<file path="src/rtl/logical_tile_io_array_cfg_pkg.sv">
// Shared constants and FSM state type for the embedded-IO logical tile.
// Optional feature macro used by the tile: IO_INPUT_SYNC_EN.
package io_tile_pkg;
  localparam int CFG_W    = 3;
  localparam int CFG_DIR  = 0;
  localparam int CFG_IREG = 1;
  localparam int CFG_OREG = 2;

  typedef enum logic [1:0] {
    IDLE   = 2'd0,
    SHIFT  = 2'd1,
    COMMIT = 2'd2
  } cfg_state_t;
endpackage

</file>
<file path="src/rtl/logical_tile_io_array_cfg_if.sv">
// Pad-side and fabric-side data bundle of the IO tile.
// No valid/ready: every signal is a level, sampled or driven on each prog_clk cycle.
interface logical_tile_io_array_cfg_if #(
  parameter int NUM_IO = 4
);
  logic [NUM_IO-1:0] gfpga_pad_EMBEDDED_IO_ISOLN_SOC_IN;
  logic [NUM_IO-1:0] gfpga_pad_EMBEDDED_IO_ISOLN_SOC_OUT;
  logic [NUM_IO-1:0] gfpga_pad_EMBEDDED_IO_ISOLN_SOC_DIR;
  logic [NUM_IO-1:0] io_outpad;
  logic [NUM_IO-1:0] io_inpad;

  modport master (
    output gfpga_pad_EMBEDDED_IO_ISOLN_SOC_IN,
    output io_outpad,
    input  gfpga_pad_EMBEDDED_IO_ISOLN_SOC_OUT,
    input  gfpga_pad_EMBEDDED_IO_ISOLN_SOC_DIR,
    input  io_inpad
  );

  modport slave (
    input  gfpga_pad_EMBEDDED_IO_ISOLN_SOC_IN,
    input  io_outpad,
    output gfpga_pad_EMBEDDED_IO_ISOLN_SOC_OUT,
    output gfpga_pad_EMBEDDED_IO_ISOLN_SOC_DIR,
    output io_inpad
  );
endinterface

</file>
<file path="src/rtl/logical_tile_io_array_cfg_io_cfg_chain.sv">
// Config shift chain with shadow register, bit counter and commit FSM.
// Active config only moves in COMMIT, after a load of exactly CHAIN_LEN bits.
module io_cfg_chain
  import io_tile_pkg::*;
#(
  parameter int CHAIN_LEN = 12
) (
  input  logic                 prog_clk,
  input  logic                 prog_reset,
  input  logic                 ccff_head,
  input  logic                 ccff_shift_en,
  output logic                 ccff_tail,
  output logic [CHAIN_LEN-1:0] active_cfg,
  output logic                 cfg_valid,
  output logic                 cfg_err,
  output cfg_state_t           cfg_state
);
  localparam int CNT_W = $clog2(CHAIN_LEN + 2);
  localparam logic [CNT_W-1:0] CNT_FULL = CNT_W'(CHAIN_LEN);
  localparam logic [CNT_W-1:0] CNT_SAT  = CNT_W'(CHAIN_LEN + 1);

  logic [CHAIN_LEN-1:0] shadow;
  logic [CNT_W-1:0]     cnt;

  // The shadow MSB is itself a flop, so the serial output needs no extra stage.
  assign ccff_tail = shadow[CHAIN_LEN-1];

  always_ff @(posedge prog_clk) begin
    if (prog_reset) begin
      shadow     <= '0;
      active_cfg <= '0;
      cnt        <= '0;
      cfg_valid  <= 1'b0;
      cfg_err    <= 1'b0;
      cfg_state  <= IDLE;
    end else begin
      if (ccff_shift_en) shadow <= {shadow[CHAIN_LEN-2:0], ccff_head};
      unique case (cfg_state)
        IDLE: begin
          if (ccff_shift_en) begin
            cnt       <= CNT_W'(1);
            cfg_err   <= 1'b0;
            cfg_state <= SHIFT;
          end
        end
        SHIFT: begin
          if (ccff_shift_en) begin
            if (cnt != CNT_SAT) cnt <= cnt + CNT_W'(1);
          end else if (cnt == CNT_FULL) begin
            cfg_state <= COMMIT;
          end else begin
            cfg_err   <= 1'b1;
            cfg_state <= IDLE;
          end
        end
        COMMIT: begin
          // Non-blocking read captures the shadow before any shift this cycle.
          active_cfg <= shadow;
          cfg_valid  <= 1'b1;
          if (ccff_shift_en) begin
            cnt       <= CNT_W'(1);
            cfg_state <= SHIFT;
          end else begin
            cfg_state <= IDLE;
          end
        end
        default: cfg_state <= IDLE;
      endcase
    end
  end
endmodule

</file>
<file path="src/rtl/logical_tile_io_array_cfg.sv">
// Multi-channel embedded-IO logical tile: per-pad direction and optional in/out registration.
// Define IO_INPUT_SYNC_EN to add a 2-flop synchroniser on every pad input.
module logical_tile_io_array_cfg
  import io_tile_pkg::*;
#(
  parameter int NUM_IO = 4
) (
  input  logic       prog_clk,
  input  logic       prog_reset,
  input  logic       IO_ISOL_N,
  input  logic       ccff_head,
  input  logic       ccff_shift_en,
  output logic       ccff_tail,
  output logic       cfg_valid,
  output logic       cfg_err,
  output cfg_state_t cfg_state,
  logical_tile_io_array_cfg_if.slave io
);
  localparam int CHAIN_LEN = NUM_IO * CFG_W;

  logic [CHAIN_LEN-1:0] active_cfg;
  logic [NUM_IO-1:0]    dir_v, out_v, in_v;

  io_cfg_chain #(.CHAIN_LEN(CHAIN_LEN)) u_chain (
    .prog_clk      (prog_clk),
    .prog_reset    (prog_reset),
    .ccff_head     (ccff_head),
    .ccff_shift_en (ccff_shift_en),
    .ccff_tail     (ccff_tail),
    .active_cfg    (active_cfg),
    .cfg_valid     (cfg_valid),
    .cfg_err       (cfg_err),
    .cfg_state     (cfg_state)
  );

  for (genvar i = 0; i < NUM_IO; i++) begin : g_ch
    logic dir, ireg, oreg;
    logic s, x, o;
    logic out_q, in_q;

    assign dir  = active_cfg[i*CFG_W + CFG_DIR];
    assign ireg = active_cfg[i*CFG_W + CFG_IREG];
    assign oreg = active_cfg[i*CFG_W + CFG_OREG];

`ifdef IO_INPUT_SYNC_EN
    logic sync1, sync2;
    always_ff @(posedge prog_clk) begin
      if (prog_reset) begin
        sync1 <= 1'b0;
        sync2 <= 1'b0;
      end else begin
        sync1 <= io.gfpga_pad_EMBEDDED_IO_ISOLN_SOC_IN[i];
        sync2 <= sync1;
      end
    end
    assign s = sync2;
`else
    assign s = io.gfpga_pad_EMBEDDED_IO_ISOLN_SOC_IN[i];
`endif

    // Data flops run regardless of direction; isolation only gates the outputs.
    always_ff @(posedge prog_clk) begin
      if (prog_reset) begin
        out_q <= 1'b0;
        in_q  <= 1'b0;
      end else begin
        out_q <= io.io_outpad[i];
        in_q  <= s;
      end
    end

    assign o = oreg ? out_q : io.io_outpad[i];
    assign x = ireg ? in_q : s;

    assign dir_v[i] = dir & IO_ISOL_N;
    assign out_v[i] = (dir & IO_ISOL_N) ? o : 1'b0;
    assign in_v[i]  = (!dir & IO_ISOL_N) ? x : 1'b0;
  end

  assign io.gfpga_pad_EMBEDDED_IO_ISOLN_SOC_DIR = dir_v;
  assign io.gfpga_pad_EMBEDDED_IO_ISOLN_SOC_OUT = out_v;
  assign io.io_inpad                            = in_v;
endmodule

</file>
<file path="src/flat_wrapper.sv">
// flat-port wrapper written by rule: the top's interface ports become plain ports
module logical_tile_io_array_cfg_flat import io_tile_pkg::*;
#(
  parameter int NUM_IO = 4
)
  (prog_clk, prog_reset, IO_ISOL_N, ccff_head, ccff_shift_en, ccff_tail, cfg_valid, cfg_err, cfg_state, io_gfpga_pad_EMBEDDED_IO_ISOLN_SOC_IN, io_io_outpad, io_gfpga_pad_EMBEDDED_IO_ISOLN_SOC_OUT, io_gfpga_pad_EMBEDDED_IO_ISOLN_SOC_DIR, io_io_inpad);
  logical_tile_io_array_cfg_if #(.NUM_IO(NUM_IO)) io_i ();
  input  logic prog_clk;
  input  logic prog_reset;
  input  logic IO_ISOL_N;
  input  logic ccff_head;
  input  logic ccff_shift_en;
  output logic ccff_tail;
  output logic cfg_valid;
  output logic cfg_err;
  output cfg_state_t cfg_state;
  input wire logic [$bits(io_i.gfpga_pad_EMBEDDED_IO_ISOLN_SOC_IN)-1:0] io_gfpga_pad_EMBEDDED_IO_ISOLN_SOC_IN;
  input wire logic [$bits(io_i.io_outpad)-1:0] io_io_outpad;
  output wire logic [$bits(io_i.gfpga_pad_EMBEDDED_IO_ISOLN_SOC_OUT)-1:0] io_gfpga_pad_EMBEDDED_IO_ISOLN_SOC_OUT;
  output wire logic [$bits(io_i.gfpga_pad_EMBEDDED_IO_ISOLN_SOC_DIR)-1:0] io_gfpga_pad_EMBEDDED_IO_ISOLN_SOC_DIR;
  output wire logic [$bits(io_i.io_inpad)-1:0] io_io_inpad;
  assign io_i.gfpga_pad_EMBEDDED_IO_ISOLN_SOC_IN = io_gfpga_pad_EMBEDDED_IO_ISOLN_SOC_IN;
  assign io_i.io_outpad = io_io_outpad;
  assign io_gfpga_pad_EMBEDDED_IO_ISOLN_SOC_OUT = io_i.gfpga_pad_EMBEDDED_IO_ISOLN_SOC_OUT;
  assign io_gfpga_pad_EMBEDDED_IO_ISOLN_SOC_DIR = io_i.gfpga_pad_EMBEDDED_IO_ISOLN_SOC_DIR;
  assign io_io_inpad = io_i.io_inpad;
  logical_tile_io_array_cfg #(.NUM_IO(NUM_IO)) u_core (.prog_clk(prog_clk), .prog_reset(prog_reset), .IO_ISOL_N(IO_ISOL_N), .ccff_head(ccff_head), .ccff_shift_en(ccff_shift_en), .ccff_tail(ccff_tail), .cfg_valid(cfg_valid), .cfg_err(cfg_err), .cfg_state(cfg_state), .io(io_i));
endmodule
</file>
<file path="config.mk">
export PLATFORM = sky130hd
export DESIGN_NAME = logical_tile_io_array_cfg_flat
export DESIGN_NICKNAME = d
export VERILOG_FILES = /design/src/rtl/logical_tile_io_array_cfg_pkg.sv /design/src/rtl/logical_tile_io_array_cfg_if.sv /design/src/rtl/logical_tile_io_array_cfg_io_cfg_chain.sv /design/src/rtl/logical_tile_io_array_cfg.sv /design/src/flat_wrapper.sv
export SDC_FILE = /design/constraint.sdc
export NUM_CORES = 1
export LEC_CHECK = 0
export CAP_MARGIN = 15
export CORE_MARGIN = 2
export CORE_UTILIZATION = 45
export DETAILED_ROUTE_END_ITERATION = 12
export DONT_BUFFER_PORTS = 1
export GPL_TIMING_DRIVEN = 1
export PLACE_DENSITY = 0.65
export SETUP_SLACK_MARGIN = 0.02
export SYNTH_ARGS = -nofsm -noshare
export SYNTH_HDL_FRONTEND = slang
export SYNTH_SLANG_ARGS = --single-unit
</file>
<file path="constraint.sdc">
create_clock -name prog_clk -period 1.6 [get_ports prog_clk]
set_input_delay 0.32 -clock prog_clk [delete_from_list [all_inputs] [get_ports prog_clk]]
set_output_delay 0.32 -clock prog_clk [all_outputs]
set_load 0.1 [all_outputs]
</file>
# Word-level counts from Yosys, hierarchy flattened
# Cells that the tools add are included.
dict set report op_classes {
  reduce_logical 11
  mul 0
  magnitude_cmp 0
  shift 0
  addsub 1
  eq_ne 10
  div 0
  bitwise 8
  n_mux 29
}
# cell n
set op_table {}
lappend op_table {{$mux 1} 20}
lappend op_table {{$mux 4} 3}
lappend op_table {{$ne 2x2->1 const B} 5}
lappend op_table {{$and 1x1->1} 8}
lappend op_table {{$pmux 4 s2} 1}
lappend op_table {{$reduce_and 4->1} 2}
lappend op_table {{$mux 2} 3}
lappend op_table {{$pmux 2 s3} 1}
lappend op_table {{$add 4x1->4 const B} 1}
lappend op_table {{$eq 4x4->1 const B} 1}
lappend op_table {{$logic_not 1->1} 4}
lappend op_table {{$ne 4x4->1 const B} 1}
lappend op_table {{$reduce_bool 2->1} 2}
lappend op_table {{$eq 2x1->1 const B} 1}
lappend op_table {{$eq 2x2->1 const B} 1}
lappend op_table {{$logic_not 2->1} 1}
lappend op_table {{$ne 2x1->1 const B} 1}
lappend op_table {{$pmux 1 s2} 1}
lappend op_table {{$reduce_and 2->1} 1}
lappend op_table {{$reduce_or 2->1} 1}
dict set report word_totals {
  romBits 0
  latchBits 0
  in_bits 13
  register_bits 40
  mem_bits_rw 0
  memories 0
}

# Depth between registers and ports, before layout
# Gate-level depths: netlist (run 1).
dict set report logic_depth {
  word_depth 4
  depth_mapped 5
}

# By module
# Synthesis (run 1) repeated with hierarchy kept, for this count alone.
dict set report hier_totals {
  hier_cells 174
  hier_area_um2 1662.8
}
# module instances area_per_inst_um2 seq_area_each_um2 cells_per_inst
set by_module_without_submodules {}
lappend by_module_without_submodules {io_cfg_chain 1 1257.5 640.6 138}
lappend by_module_without_submodules {logical_tile_io_array_cfg 1 405.4 160.2 36}

# Worst setup path after synthesis (run 1)
# No wires, ideal clock.
dict set report synth_path {
  path_type {reg2out}
  startpoint {reg u_core.u_chain.active_cfg[1]}
  endpoint {out io_io_inpad[0]}
  arrival_time_ns 2.611
  path_slack_ns -1.331
  required_ns 1.280
  path_buffers 0
  stages_incl_launch_ff 3
  path_cell_list {dfxtp_1 -> mux2i_1 -> nor3b_1}
}
dict set report synth_via {
  elab_chain_len 2
}
# item line_no
set synth_lines {}
lappend synth_lines {{from (decl)} logical_tile_io_array_cfg_io_cfg_chain.sv:13} ;# output logic [CHAIN_LEN-1:0] active_cfg,
lappend synth_lines {{from (signal assigned)} logical_tile_io_array_cfg_io_cfg_chain.sv:58} ;# active_cfg <= shadow;
lappend synth_lines {{$mux 1} logical_tile_io_array_cfg.sv:73} ;# assign x = ireg ? in_q : s;
lappend synth_lines {{$mux 1} logical_tile_io_array_cfg.sv:77} ;# assign in_v[i] = (!dir & IO_ISOL_N) ? x : 1'b0;
lappend synth_lines {{to (decl)} flat_wrapper.sv:21} ;# output wire logic [$bits(io_i.io_inpad)-1:0] io_io_inpad;
# Every way passes these cells.

# Worst setup path in the final report (run 1)
dict set report layout_path {
  startpoint {reg u_core.u_chain.active_cfg[7]}
  endpoint {out io_io_inpad[2]}
}
# Same word-level chain as after synthesis.

==> flow_metrics.env, run 1 <==
export IMPL_power_frac_seq_pct=60.3
export IMPL_worst_setup_path_end_kind="output pin"
export IMPL_synth_nets=191
export IMPL_synth_warnings=0
export IMPL_slew_headroom_pct=66.28
export IMPL_ios=30
export IMPL_rsz0062_at_grt="true"
export IMPL_outcome="complete, no violations"
export IMPL_fmax_ghz=0.6327
export IMPL_postLayoutCellArea_sq_mm=0.002071
export IMPL_cp_required_ns=1.28
export IMPL_synth_area_leaders="dfxtp_1 49%, mux2i_1 12%, nand2_1 5.7%, nor2b_1 4.6%, a21oi_1 4.3%"
export IMPL_netlist_area_leader_share_pct=48.78
export IMPL_cts_tree="yes"
export IMPL_wirelength_um=3238
export IMPL_slew_violations=0
export IMPL_die_h_um=64.40
export IMPL_ys_types=32
export IMPL_post_route_drc_count=0
export IMPL_power_mw=1.703
export IMPL_grt_pass1_wl_um=5416
export IMPL_globalRouteTotalUtil_pct=17.11
export IMPL_drive_gt1_share_pct=30.21
export IMPL_tightest_slew_ns=0.5058
export IMPL_cts_buffers=5
export IMPL_vias=1256
export IMPL_crit_fanout=2
export IMPL_swShare_pct=24.42
export IMPL_finalClockSkew_ns=0.009887
export IMPL_p_int_mw=1.287
export IMPL_wl_per_cell_um=13.61
export IMPL_synthCells=175
export IMPL_vdd_ir_drop_max_mv=0.4548
export IMPL_drt_initial_drc_count=51
export IMPL_period_share_pct=98.78
export IMPL_crit_type="reg -> out"
export IMPL_cts_htree_levels=2
export IMPL_antenna_found_initial=0
export IMPL_critPathLaunchType="flip-flop"
export IMPL_detailed_place_hpwl_um=2236
export IMPL_root_buffer="clkbuf_4"
export IMPL_nNetsFinal=207
export IMPL_fin_setup_tns_ns=0
export IMPL_post_route_min_period_ns=1.581
export IMPL_setup_viol=0
export IMPL_post_cts_buffers=0
export IMPL_syn_area_per_cell_sq_um=9.380
export IMPL_crit_arrival_ns=1.26
export IMPL_p_leak_nw=0.7784
export IMPL_insertion_delay_ns=0.35
export IMPL_pwr_share_clk_pct=30.7
export IMPL_ant_nets=0
export IMPL_worstHoldPathType="in -> reg"
export IMPL_die_area_sq_mm=0.004147
export IMPL_yosysSeqAreaShare_pct=48.78
export IMPL_gp_congestion=0.6973
export IMPL_core_sq_mm=0.003416
export IMPL_ys_ff_latch=40
export IMPL_netSwitchingPower_mw=0.4158
export IMPL_synth_top_cell_by_area="dfxtp_1"
export IMPL_placed_area_sq_mm=0.001959
export IMPL_syn_to_final_growth_pct=26.14
export IMPL_maxCapViolCount=0
export IMPL_start_util_pct=48.06
export IMPL_via_per_inst=5.277
export IMPL_die_w_um=64.40
export IMPL_clock_sinks=40
export IMPL_drt_pass1_iter_count=4
export IMPL_antenna_cells=0
export IMPL_combPwrFrac_pct=9.0
export IMPL_grt_max_degree=42
export IMPL_rows=21
export IMPL_clkTransAtPathRegs_ns=0.11
export IMPL_io_buffers=0
export IMPL_overflow=0
export IMPL_clk_path_buf_depth=2
export IMPL_netlist_area_sq_mm=0.001642
export IMPL_finalHoldViolCount=0
export IMPL_grt_pass1_vias=1264
export IMPL_power_density_mw_per_mm2=822.3
-- flip-flops by register name (all words and copies together) (netlist names) --
register                   count
u_core.u_chain.cfg_err         1
u_core.g_ch.in_q               4
u_core.u_chain.cfg_valid       1
u_core.g_ch.out_q              4
u_core.u_chain.cnt             4
u_core.u_chain.cfg_state       2
u_core.u_chain.shadow         12
u_core.u_chain.active_cfg     12
-- layout make-up --
cell class / count / area, sq um
Fill cell: 296 / 1345
Multi-Input combinational cell: 119 / 867.1
Sequential cell: 40 / 820.8
Timing Repair Buffer: 18 / 237.7
Tap cell: 46 / 57.56
Clock buffer: 6 / 51.30
Inverter: 7 / 26.28
Clock inverter: 2 / 10.01
-- worst max-delay path, stage by stage, from the launching register on --
cell and delay, ns:
dfxtp_2 0.35, mux2i_2 0.16, nor3b_4 0.21, buf_12 0.20
-- cell usage in the layout (no fill, tap or decap), drive strengths merged, types with 3 or more instances in the layout --
master / synthesis / final
nor2: 14 / 14
mux2i: 20 / 20
ha: 3 / 3
and2: 4 / 4
nor3b: 4 / 4
buf: 8 / 17
a21oi: 14 / 14
clkbuf: 1 / 6
nand2: 25 / 25
inv: 7 / 7
nor2b: 12 / 12
dfxtp: 40 / 40
-- routing by layer --
layer  vias to the layer above  GRT usage (%)  part of all wire (%)  wire (um)
met5                         -              0                     0          0
met4                         0          9.043                   2.2         70
met3                         8          4.930                   5.7        186
met2                        28          27.86                    47       1511
met1                       598          20.33                    45       1469
li1                        622              -                     -          -
-- cell families (layout without fill, tap and decap cells) --
kind of cell / Yosys count / count (layout) / share of synthesized area (%)
flops: 40 / 40 / 48.78
fa+ha+maj: 3 / 3 / 2.287
compound gates: 26 / 26 / 9.986
buf+inv: 16 / 33 / 5.259
simple gates: 70 / 70 / 21.49
mux: 20 / 20 / 12.20
-- worst paths after layout --
kind                                                           startpoint                                        end  slack [ns]  cells past startpoint
worst min-delay path                                        ccff_shift_en   u_core.u_chain.cfg_state[1]$_SDFFE_PP0P_        0.03                      1
worst min register to register      u_core.u_chain.shadow[4]$_SDFFE_PP0P_  u_core.u_chain.active_cfg[4]$_SDFFE_PP0N_        0.46                      2
worst max register to register         u_core.u_chain.cnt[1]$_SDFFE_PP0P_         u_core.u_chain.cnt[1]$_SDFFE_PP0P_        0.17                      5
worst max-delay path            u_core.u_chain.active_cfg[7]$_SDFFE_PP0N_                             io_io_inpad[2]        0.02                      3
-- stage by stage --
stage	setup WS [ns]	std cells	hold slack, ns	util, %
finish	0.01948	238	0.02924	60.62
global route	-0.05627	238	0.003715	60.62
CTS	-0.005931	237	0.001919	59.56
detailed placement	0.1879	229	0.3873	57.36
global placement	0.3324	229	0.3882	57.36
floorplan	-0.003462	175	0.4363	-
-- synthesized netlist by cell type, drive strengths merged --
library cell  number
a31o               1
o22ai              1
nand3              1
ha                 3
nor2b             12
a41oi              1
nor4               1
nor3b              4
a41o               1
buf                8
nand2b             2
and2b              1
nand2             25
a2111oi            1
and2               4
clkbuf             1
a31oi              2
inv                7
a21oi             14
nor2              14
dfxtp             40
nor4b              1
o31ai              1
o21ai              2
mux2i             20
and3               2
a211oi             1
nand3b             2
nand4b             1
a21boi             1
-- timing repair --
item / in CTS / in global routing
pin swaps: 0 / 2
endpoints found under the hold margin: 0 / 5
hold buffers: 0 / 1
gates cloned: 0 / 0
resized for setup: 7 / 8
endpoints found under the setup margin: 5 / 8
-- power groups by stage --
stage	clock network, mW	registers [mW]	logic [mW]
floorplan	0	1.06	0.125
global placement	0	1.05	0.142
detailed placement	0	1.05	0.147
CTS	0.544	1.03	0.148
global route	0.583	1.03	0.162
finish	0.523	1.03	0.154
No activity file was read; power rests on OpenSTA's default activity.
==> run 2: changes to the inputs <==
--- a/config.mk
+++ b/config.mk
@@ -6,7 +6,6 @@
 export NUM_CORES = 1
 export LEC_CHECK = 0
 export CAP_MARGIN = 15
-export CORE_MARGIN = 2
 export CORE_UTILIZATION = 45
 export DETAILED_ROUTE_END_ITERATION = 12
 export DONT_BUFFER_PORTS = 1
==> flow_metrics.env, run 2 (same netlist as run 1, synthesis figures left out) <==
export IMPL_core_sq_mm=0.003416
export IMPL_die_h_um=62.40
export IMPL_fill_cells=306
export IMPL_rsz0062_at_grt="true"
export IMPL_rows=21
export IMPL_slew_headroom_pct=45.76
export IMPL_rr_endpoint="u_core.u_chain.cnt[1]$_SDFFE_PP0P_"
export IMPL_antenna_found_initial=0
export IMPL_final_cells=240
export IMPL_via_per_inst=5.204
export IMPL_drive_gt1_share_pct=29.38
export IMPL_overflow=0
export IMPL_grt_max_degree=42
export IMPL_power_mw=1.668
export IMPL_worstPathCellList="mux2i_2, nor3b_4, buf_12"
export IMPL_tightest_slew_ns=0.8109
export IMPL_clk_path_buf_depth=2
export IMPL_die_area_sq_mm=0.003894
export IMPL_finalClockSkew_ns=0.01599
export IMPL_max_stage_delay_ns=0.35
export IMPL_worstHoldPathType="in -> reg"
export IMPL_post_route_drc_count=0
export IMPL_nNetsFinal=210
export IMPL_crit_arrival_ns=1.27
export IMPL_final_common_cell="dfxtp_1"
export IMPL_pre_cts_ws_ns=0.2133
export IMPL_gp_congestion=0.7306
export IMPL_grt_pass1_vias=1239
export IMPL_outcome="complete, no violations"
export IMPL_power_density_mw_per_mm2=800.8
export IMPL_wl_per_cell_um=13.80
export IMPL_maxCapViolCount=0
export IMPL_fin_setup_tns_ns=0
export IMPL_crit_slowest_cell="dfxtp_2"
export IMPL_globalRouteTotalUtil_pct=17.88
export IMPL_final_util_pct=60.99
export IMPL_ff2ff_path_depth=5
export IMPL_clock_sinks=40
export IMPL_reg2reg_slack_ns=0.18
export IMPL_ios=30
export IMPL_crit_type="reg -> out"
export IMPL_mostFrequentLayoutCells="26 x dfxtp_1, 25 x nand2_1, 15 x mux2i_1, 14 x a21oi_1, 14 x nor2_1"
export IMPL_antenna_cells=0
export IMPL_cp_required_ns=1.28
export IMPL_setup_ws_ns=0.01007
export IMPL_die_w_um=62.40
export IMPL_crit_fanout=2
export IMPL_setup_viol=0
export IMPL_min_path_cells=1
export IMPL_vias=1249
export IMPL_clkTransAtPathRegs_ns=0.12
export IMPL_period_share_pct=99.37
export IMPL_drt_initial_drc_count=49
export IMPL_slew_violations=0
export IMPL_hp_start="prog_reset"
export IMPL_start_util_pct=48.06
export IMPL_wirelength_um=3313
export IMPL_cts_tree="yes"
export IMPL_vdd_ir_drop_max_mv=0.4114
export IMPL_fin_hold_ws_ns=0.03175
export IMPL_p_leak_nw=0.7806
export IMPL_ant_nets=0
export IMPL_finalHoldViolCount=0
export IMPL_post_route_min_period_ns=1.590
export IMPL_detailed_place_hpwl_um=2214
export IMPL_cts_buffers=5
export IMPL_reg_top3="u_core.u_chain.active_cfg x12, u_core.u_chain.shadow x12"
export IMPL_io_buffers=0
export IMPL_placed_cells=229
export IMPL_critPathLaunchType="flip-flop"
export IMPL_grt_pass1_wl_um=5444
export IMPL_drt_pass1_iter_count=4
export IMPL_insertion_delay_ns=0.35
export IMPL_multiInputGateArea_sq_um=858.3
export IMPL_postLayoutCellArea_sq_mm=0.002083
export IMPL_fmax_ghz=0.6290
export IMPL_root_buffer="clkbuf_4"
export IMPL_syn_to_final_growth_pct=26.91
export IMPL_seq_area_sq_um=823.3
export IMPL_cts_htree_levels=2
export IMPL_worstHoldEndpoint="u_core.u_chain.active_cfg[6]$_SDFFE_PP0N_"
export IMPL_regToRegStartpoint="u_core.u_chain.cnt[1]$_SDFFE_PP0P_"
export IMPL_worst_setup_path_end_kind="output pin"
export IMPL_placed_area_sq_mm=0.001959
[run 2: cell types whose count changed in the layout (fill, tap and decap cells not counted)]
cell,before,now
clkbuf_8,1,0
clkinv_2,2,1
clkinvlp_4,0,1
dfxtp_2,13,12
dfxtp_4,1,2
dlygate4sd3_1,1,4
mux2i_2,4,5
mux2i_4,1,0
[run 2: timing repair]
item	in CTS	in global routing
gates resized for setup	5	10
setup endpoints to repair	6	8
hold endpoints to repair	1	21
hold buffers	1	3
pin swaps	0	2
setup buffers	0	0
[run 2: worst max path at each step]
| stage | end | cells after the start | slack (ns) | startpoint |
|---|---|---|---|---|
| 2_1_floorplan | io_io_inpad[0] | 2 | -0.003 | u_core.u_chain.active_cfg[1]$_SDFFE_PP0N_ |
| 3_3_place_gp | u_core.u_chain.cnt[1]$_SDFFE_PP0P_ | 5 | 0.33 | u_core.u_chain.cnt[1]$_SDFFE_PP0P_ |
| 3_5_place_dp | u_core.u_chain.cnt[1]$_SDFFE_PP0P_ | 5 | 0.21 | u_core.u_chain.cnt[1]$_SDFFE_PP0P_ |
| 4_1_cts | io_io_inpad[0] | 3 | -0.006 | u_core.u_chain.active_cfg[1]$_SDFFE_PP0N_ |
| 6_report | io_io_inpad[2] | 3 | 0.01 | u_core.u_chain.active_cfg[7]$_SDFFE_PP0N_ |
| 5_1_grt | io_io_inpad[0] | 3 | -0.07 | u_core.u_chain.active_cfg[1]$_SDFFE_PP0N_ |
[run 2: power breakdown]
part           leakage (nW)  switching (mW)  internal [mW]
registers             0.333          0.0141           1.01
clock network        0.0271           0.318          0.160
logic                 0.421          0.0953         0.0700
total                 0.781           0.428           1.24
[run 2: final cells by class]
class                      count  share of cell area [%]
sequential                    40                   39.52
multi-input combinational    119                   41.20
timing repair buffer          21                   12.85
inverter                       7                   1.261
clock inverter                 2                  0.6006
clock buffer                   5                   1.802
tap                           46                   2.763
[run 2: per-layer routing]
metal / global-route usage [%] / wire length [um]
met5: 0 / 0
met4: 6.105 / 45
met3: 6.387 / 163
met2: 31.11 / 1589
met1: 20.07 / 1514
[run 2: worst max-delay path, delay by kind of cell, from the launching register on]
kind                   cells  cell delay [ns]
buffers and inverters      1             0.20
flip-flops                 1             0.35
multiplexers               1             0.16
AND/OR/NAND/NOR            1             0.21
==> run 3: changes to the inputs <==
--- a/config.mk
+++ b/config.mk
@@ -6,12 +6,15 @@
 export NUM_CORES = 1
 export LEC_CHECK = 0
 export CAP_MARGIN = 15
+export CORE_MARGIN = 1
 export CORE_UTILIZATION = 45
 export DETAILED_ROUTE_END_ITERATION = 12
 export DONT_BUFFER_PORTS = 1
 export GPL_TIMING_DRIVEN = 1
+export MAX_ROUTING_LAYER = met4
 export PLACE_DENSITY = 0.65
 export SETUP_SLACK_MARGIN = 0.02
 export SYNTH_ARGS = -nofsm -noshare
 export SYNTH_HDL_FRONTEND = slang
+export SYNTH_HIERARCHICAL = 1
 export SYNTH_SLANG_ARGS = --single-unit
==> flow_metrics.env, run 3 <==
export IMPL_period_share_pct=94.11
export IMPL_root_buffer="clkbuf_8"
export IMPL_start_util_pct=48.31
export IMPL_crit_type="reg -> out"
export IMPL_swShare_pct=21.37
export IMPL_nNetsFinal=206
export IMPL_ctsResizeCount=0
export IMPL_gp_congestion=0.7141
export IMPL_antenna_cells=0
export IMPL_finalClockSkew_ns=0.002865
export IMPL_crit_arrival_ns=1.19
export IMPL_core_sq_mm=0.003442
export IMPL_final_util_pct=59.98
export IMPL_slew_headroom_pct=65.92
export IMPL_synth_top_cell_by_area="dfxtp_1"
export IMPL_setup_ws_ns=0.09427
export IMPL_insertion_delay_ns=0.28
export IMPL_pwr_share_clk_pct=40.0
export IMPL_globalRouteTotalUtil_pct=17.45
export IMPL_clock_sinks=40
export IMPL_power_density_mw_per_mm2=945.8
export IMPL_ys_ff_latch=40
export IMPL_ant_nets=0
export IMPL_cts_buffers=5
export IMPL_p_int_mw=1.535
export IMPL_synth_edf_count=0
export IMPL_wirelength_um=3053
export IMPL_die_w_um=62.79
export IMPL_maxCapViolCount=0
export IMPL_tightest_slew_ns=0.5111
export IMPL_synth_warnings=6
export IMPL_postLayoutCellArea_sq_mm=0.002064
export IMPL_synthCells=174
export IMPL_via_per_inst=5.105
export IMPL_final_common_cell="dfxtp_1"
export IMPL_cts_hold_buf=0
export IMPL_overflow=0
export IMPL_synthTopCellsByCount="40 x dfxtp_1, 26 x nand2_1, 20 x mux2i_1, 15 x nor2_1, 13 x a21oi_1"
export IMPL_io_buffers=0
export IMPL_drive_gt1_share_pct=23.56
export IMPL_power_mw=1.953
export IMPL_pre_cts_ws_ns=0.3502
export IMPL_fin_hold_ws_ns=0.1071
export IMPL_grt_max_degree=40
export IMPL_vias=1210
export IMPL_power_frac_seq_pct=52.5
export IMPL_final_cells=237
export IMPL_synthSimpleGateAreaFrac_pct=26.19
export IMPL_clkTransAtPathRegs_ns=0.07
export IMPL_synthFlopType="dfxtp_1"
export IMPL_synth_mux_area_share_pct=12.04
export IMPL_worstHoldPathType="in -> reg"
export IMPL_post_cts_buffers=0
export IMPL_finalHoldViolCount=0
export IMPL_worst_setup_path_end_kind="output pin"
export IMPL_vdd_ir_drop_max_mv=0.6710
export IMPL_post_route_min_period_ns=1.506
export IMPL_placed_area_sq_mm=0.001953
export IMPL_mostFrequentLayoutCells="34 x dfxtp_1, 26 x nand2_1, 19 x mux2i_1, 15 x nor2_1, 13 x a21oi_1"
export IMPL_wl_per_cell_um=12.88
export IMPL_crit_fanout=2
export IMPL_cp_required_ns=1.28
export IMPL_placed_cells=229
export IMPL_reg_top3="u_core/u_chain/active_cfg x12, u_core/u_chain/shadow x12"
export IMPL_cts_htree_levels=2
export IMPL_detailed_place_hpwl_um=2156
export IMPL_synth_area_leaders="dfxtp_1 48%, mux2i_1 12%, nand2_1 5.9%, a21oi_1 3.9%, nor2_1 3.4%"
export IMPL_netSwitchingPower_mw=0.4173
export IMPL_synth_nets=190
export IMPL_die_area_sq_mm=0.003943
export IMPL_slew_violations=0
export IMPL_netlist_area_leader_share_pct=48.16
export IMPL_grt_pass1_vias=1203
export IMPL_synthArstFlopShare_pct=0
export IMPL_setup_viol=0
export IMPL_synthAdderAreaFrac_pct=2.257
export IMPL_fin_setup_tns_ns=0
export IMPL_grt_pass1_wl_um=5285
export IMPL_clk_path_buf_depth=2
export IMPL_cts_tree="yes"
export IMPL_synth_xor_area_share_pct=0
export IMPL_synth_top_family_by_area="simple AND/OR/NAND/NOR gates"
export IMPL_rows=21
export IMPL_fmax_ghz=0.6641
export IMPL_synth_most_common_cell="dfxtp_1"
export IMPL_netlist_area_sq_mm=0.001663
export IMPL_synth_compound_area_share_pct=7.073
export IMPL_p_leak_nw=0.7828
export IMPL_drt_initial_drc_count=60
export IMPL_die_h_um=62.79
export IMPL_yosysSeqAreaShare_pct=48.16
export IMPL_syn_to_final_growth_pct=24.15
export IMPL_combPwrFrac_pct=7.5
export IMPL_ys_types=31
export IMPL_outcome="complete, no violations"
export IMPL_drt_pass1_iter_count=4
export IMPL_syn_area_per_cell_sq_um=9.557
export IMPL_post_route_drc_count=0
export IMPL_antenna_found_initial=0
export IMPL_critPathLaunchType="flip-flop"
export IMPL_rsz0062_at_grt="false"
export IMPL_ios=30
[run 3: final timing paths]
check / end / cells after the start / from / slack [ns]
worst max-delay path: io_io_inpad[1] / 3 / u_core/u_chain/active_cfg[4]$_SDFFE_PP0N_ / 0.09
worst min-delay path: u_core/u_chain/cfg_state[1]$_SDFFE_PP0P_ / 1 / ccff_shift_en / 0.11
worst max register to register: u_core/u_chain/cnt[1]$_SDFFE_PP0P_ / 4 / u_core/u_chain/cnt[0]$_SDFFE_PP0P_ / 0.31
worst min register to register: u_core/u_chain/active_cfg[0]$_SDFFE_PP0N_ / 2 / u_core/u_chain/shadow[0]$_SDFFE_PP0P_ / 0.46
[run 3: power groups by stage]
stage	clock network (mW)	registers, mW	logic [mW]
global placement	0	1.05	0.141
CTS	0.805	1.02	0.146
finish	0.782	1.03	0.146
global route	0.869	1.03	0.153
detailed placement	0	1.05	0.146
floorplan	0	1.06	0.118
[run 3: layout make-up]
class	instances	area, sq um
sequential	40	808.3
multi-input combinational	121	844.6
tap	46	57.56
clock inverter	2	35.03
fill	301	1378
timing repair buffer	17	227.7
inverter	5	18.77
clock buffer	6	72.57
[run 3: logic make-up after synthesis]
kind of cell / Yosys count
adders and majority gates: 3
AOI/OAI and AO/OA: 20
DFF: 40
and+or+nand+nor: 78
buffers and inverters: 13
muxes: 20
[run 3: metal layers]
metal	routed length, um	part of all wire (%)	global-route usage, %	vias to the layer above
met5	0	0	-	-
met3	100	3.3	4.197	2
met4	29	0.95	5.233	0
met2	1501	49	30.57	20
li1	-	-	-	614
met1	1422	47	19.52	574
[run 3: critical path, cell delays in order (launching register included)]
cell     delay [ns]
dfxtp_1        0.32
mux2i_1        0.15
nor3b_4        0.23
buf_12         0.20
